## src/rtl/and_pkg.sv

```systemverilog
// Shared sizing for the AND-stage result FIFO: default geometry and derived widths.
package and_pkg;

    localparam int unsigned DEF_WIDTH = 8;
    localparam int unsigned DEF_DEPTH = 4;
    localparam int unsigned DEF_PTR_W = $clog2(DEF_DEPTH);
    localparam int unsigned DEF_CNT_W = DEF_PTR_W + 1;

endpackage

```

## src/rtl/and_fifo_mem.sv

```systemverilog
// Result storage: one synchronous write port, one asynchronous read port, no reset.
module and_fifo_mem #(
    parameter int unsigned WIDTH = 8,
    parameter int unsigned DEPTH = 4,
    parameter int unsigned PTR_W = $clog2(DEPTH)
) (
    input  logic             clk,
    input  logic             wr_en,
    input  logic [PTR_W-1:0] wr_addr,
    input  logic [WIDTH-1:0] wr_data,
    input  logic [PTR_W-1:0] rd_addr,
    output logic [WIDTH-1:0] rd_data
);

    logic [WIDTH-1:0] mem [DEPTH];

    always_ff @(posedge clk) begin
        if (wr_en) begin
            mem[wr_addr] <= wr_data;
        end
    end

    assign rd_data = mem[rd_addr];

endmodule

```

## src/rtl/and_result_fifo.sv

```systemverilog
// First-word-fall-through FIFO buffering results from the clocked AND stage.
module and_result_fifo
    import and_pkg::*;
#(
    parameter int unsigned WIDTH = DEF_WIDTH,
    parameter int unsigned DEPTH = DEF_DEPTH
) (
    input  logic                     clk,
    input  logic                     reset,
    input  logic [WIDTH-1:0]         in_data,
    input  logic                     in_valid,
    output logic                     in_ready,
    output logic [WIDTH-1:0]         out_data,
    output logic                     out_valid,
    input  logic                     out_ready,
    output logic [$clog2(DEPTH):0]   count,
    output logic                     overflow
);

    localparam int unsigned PTR_W = $clog2(DEPTH);
    localparam int unsigned CNT_W = PTR_W + 1;

    logic [PTR_W-1:0] wr_ptr;
    logic [PTR_W-1:0] rd_ptr;
    logic             push;
    logic             pop;

    // Handshake decode uses registered count only, so a full FIFO refuses a push even while popping.
    assign in_ready  = (count != CNT_W'(DEPTH));
    assign out_valid = (count != CNT_W'(0));
    assign push      = in_valid && in_ready;
    assign pop       = out_valid && out_ready;

    always_ff @(posedge clk) begin
        if (reset) begin
            wr_ptr   <= '0;
            rd_ptr   <= '0;
            count    <= '0;
            overflow <= 1'b0;
        end else begin
            if (push) begin
                wr_ptr <= wr_ptr + PTR_W'(1);
            end
            if (pop) begin
                rd_ptr <= rd_ptr + PTR_W'(1);
            end
            if (push && !pop) begin
                count <= count + CNT_W'(1);
            end else if (pop && !push) begin
                count <= count - CNT_W'(1);
            end
            if (in_valid && !in_ready) begin
                overflow <= 1'b1;
            end
        end
    end

    and_fifo_mem #(
        .WIDTH (WIDTH),
        .DEPTH (DEPTH),
        .PTR_W (PTR_W)
    ) u_mem (
        .clk     (clk),
        .wr_en   (push),
        .wr_addr (wr_ptr),
        .wr_data (in_data),
        .rd_addr (rd_ptr),
        .rd_data (out_data)
    );

endmodule

```

## config.mk

```make
export PLATFORM = sky130hd
export DESIGN_NAME = and_result_fifo
export DESIGN_NICKNAME = d
export VERILOG_FILES = /design/src/rtl/and_pkg.sv /design/src/rtl/and_fifo_mem.sv /design/src/rtl/and_result_fifo.sv
export SDC_FILE = /design/constraint.sdc
export NUM_CORES = 1
export LEC_CHECK = 0
export CAP_MARGIN = 20
export CORE_MARGIN = 10
export CORE_UTILIZATION = 56
export CTS_CLUSTER_SIZE = 12
export DETAILED_ROUTE_END_ITERATION = 8
export PLACE_DENSITY_LB_ADDON = 0.12
export REMOVE_ABC_BUFFERS = 1
export SYNTH_ARGS = -nofsm -noshare
export SYNTH_HDL_FRONTEND = slang
export SYNTH_SLANG_ARGS = --single-unit
```

## constraint.sdc

```tcl
create_clock -name clk -period 4.7 [get_ports clk]
set_clock_uncertainty 0.2 [all_clocks]
set_input_delay 0.94 -clock clk [delete_from_list [all_inputs] [get_ports clk]]
set_output_delay 0.94 -clock clk [all_outputs]
set_load 0.1 [all_outputs]
```

==> key figures <==
Status
  – Status: complete, no violations

Worst setup path
  – WP data arrival: 2.59 ns
  – Crit path kind: reg2out
  – Critical path cell sequence: mux4_2 -> clkdlybuf4s50_1
  – Reg2Reg Launch Point: count[0]
  – Levels on crit path: 2
  – Crit path required time: around 3.6 ns
  – Crit-path max FO: 8
  – CP endpoint kind: output port
  – Crit-path leading delay family: buffers and inverters
  – Worst r2r dst: count[2]
  – Critical-path top delay cell: clkdlybuf4s50_1
  – Worst setup SP type: flip-flop
  – R2r worst-path depth: 8
  – Slowest stage delay, CP: ~1 ns
  – WP buf/inv: 1
  – Reg-to-reg slack, setup: 2.25 ns
  – Worst setup path endpoint: out_data[6]

STA
  – Worst relative slew slack: about 34%
  – Final hold violation count: 0
  – Fmax: approximately 270 MHz
  – RSZ-0062 raised after global routing: no
  – Final period utilization: between 70% and 80%
  – Final min period: 3.73 ns
  – Setup violations, final: 0
  – Worst slew pin tran: ~0.98 ns
  – Setup TNS: 0 ns
  – Final WS setup: ~0.97 ns
  – Slew Viols, Final: 0

Floorplan
  – Die width: 74.4 um
  – Height of the die: ~74 um
  – Initial Utilization: between 50% and 60%
  – Core Box Area: around 2800 um2
  – Std cell rows: 19
  – Die area: around 5500 um2
  – Boundary Pins: 26

CTS
  – Cts hold-fix bufs: 0
  – Clock Latency Late Sink: approximately 0.35 ns
  – Cts bufs inserted: 5
  – CTS resizes: 0
  – H-tree depth: 2
  – Clock tree buffer depth: 2
  – Clock root cell: clkbuf_4
  – CTS tree: yes
  – Post-CTS Setup Bufs: 0
  – Reg clk slew, reported paths: ~0.11 ns
  – Clk sinks: 42

GRT
  – GRT Resource Usage Total: 10.6%
  – Initial antenna violation count: 0
  – Gr ovfl total: 0
  – Pin count of the biggest net entering global routing: 14
  – Global-route wire length before repair: roughly 4.3 mm
  – Vias in the first global route: approximately 900

Min path
  – Hold Crit Depth: 2
  – Hold WC Path Type: reg2reg

Synth
  – Number of enable flip-flop cells after synthesis: 32
  – Synth Warn #: 0
  – Ys flop type: edfxtp_1
  – #FFs+latches synth: 42
  – Asr flop ratio synth: 0%
  – Mapped Area: 1650 um2
  – Cell count after synthesis: 94
  – Seq/Total Area, Yosys: between 70 and 80%
  – Avg Cell Area, Syn: between 15 and 20 um2
  – Number of distinct library cells after synthesis: 20

Placed design
  – Port bufs: 25
  – Placed inst area: ~1900 um2
  – GPL Wtd Cong: about 0.70
  – Placed insts: ~150
  – Setup WS pre-CTS: 1.31 ns
  – Detail Placement HPWL: between 2 and 2.5 mm

Final layout
  – Share of post-route cells with drive strength above 1: about 15%
  – FILL cells: approximately 170
  – Finished Layout Cells: 155
  – Final instance area: between 1500 and 2000 um2
  – Ant diodes: 0
  – Area grow syn2layout: 20.0%
  – Fin nets: about 140

Route
  – Final antenna-violating net count: 0
  – WL met1: 1.09 mm
  – Metal2 WL: around 1.3 mm
  – Met3 wire length: 220 um
  – DR pass1 iterations: 5
  – DRT iter0 DRCs: 47
  – Total number of vias: between 800 and 900
  – Routed len/inst: between 15 and 20 um
  – Vias per cell: 5.56
  – DRC viols: 0
  – Final WL: about 2.7 mm
  – Max Used Layer: met4

Job
  – Max-Cap Viols: 0
## state kept, by name, summed over array words and instances (netlist names), named ones only
register and cells:
rd_ptr 2, u_mem.mem 32, overflow 1, wr_ptr 2, count 3
## worst reg2reg max path, delay by kind of cell (launching register included)
family                     cells  cell delay [ns]
AOI/OAI and AO/OA              1             0.15
and+or+nand+nor                3             0.68
DFF                            1             0.53
xor gates and xnor gates       1             0.15
adders and majority gates      2             0.61
buffers and inverters          1             0.06
## cell usage in the layout, fill, tap and decap left out, drive strengths merged, types with 3 or more instances in the layout
cell / n
clkdlybuf4s50: 25
edfxtp: 32
mux4: 8
ha: 5
xor2: 4
clkbuf: 5
nor2: 7
a21oi: 3
and2: 4
or3: 3
inv: 5
dfxtp: 10
## cells in the mapped netlist (2+ instances only)
master	n	area, um2
clkbuf_1	2	7.51
mux2i_1	2	20.0
edfxtp_1	32	961
inv_1	5	18.8
mux4_2	8	180
o21ai_0	2	10.0
ha_1	5	62.6
dfxtp_1	10	200
nor2_1	6	22.5
nand2b_1	2	12.5
or3_1	3	18.8
xor2_1	4	35.0
and2_1	4	25.0
a21oi_1	3	15.0
## cells by family (layout without fill, tap and decap cells)
group                      Yosys count  count (layout)  share of synthesized area, %
AOI/OAI and AO/OA                    7               7                          2.80
xor gates and xnor gates             4               4                          2.12
adders and majority gates            6               6                          4.99
buffers and inverters                8              38                          1.89
DFF                                 42              42                          70.2
muxes                               10              10                          12.1
and+or+nand+nor                     17              17                          5.90
## final cells by class
type	instances	area [um2]	area share, %
Clock inverter	3	16.3	0.820
Clock buffer	5	37.5	1.89
Sequential cell	42	1160	58.5
Timing Repair Buffer	25	250	12.6
Tap cell	31	38.8	1.95
Multi-Input combinational cell	44	462	23.3
Inverter	5	18.8	0.946
## routing by layer
metal	GRT usage, %	up-vias
met2	17.0	31
met1	12.1	410
met4	6.10	0
li1	-	411
met5	0	-
met3	3.72	10
## worst min path at each step
| stage | startpoint | to | slack, ns |
|---|---|---|---|
| 2_1_floorplan | wr_ptr[1] | wr_ptr[1] | 0.28 |
| 5_1_grt | overflow | overflow | 0.37 |
| 6_report | overflow | overflow | 0.30 |
| 3_5_place_dp | overflow | overflow | 0.27 |
| 4_1_cts | overflow | overflow | 0.30 |
| 3_3_place_gp | overflow | overflow | 0.25 |
## metrics by stage
stage / utilization, % / hold WS, ns
2_1_floorplan: - / 0.281
3_3_place_gp: 69.4 / 0.252
3_5_place_dp: 69.4 / 0.271
4_1_cts: 71.3 / 0.300
5_1_grt: 71.3 / 0.371
6_report: 71.3 / 0.299
Power is left out: the tool's default activity adds up to more than one toggle a clock period on the data nets, which glitch-free logic cannot reach.
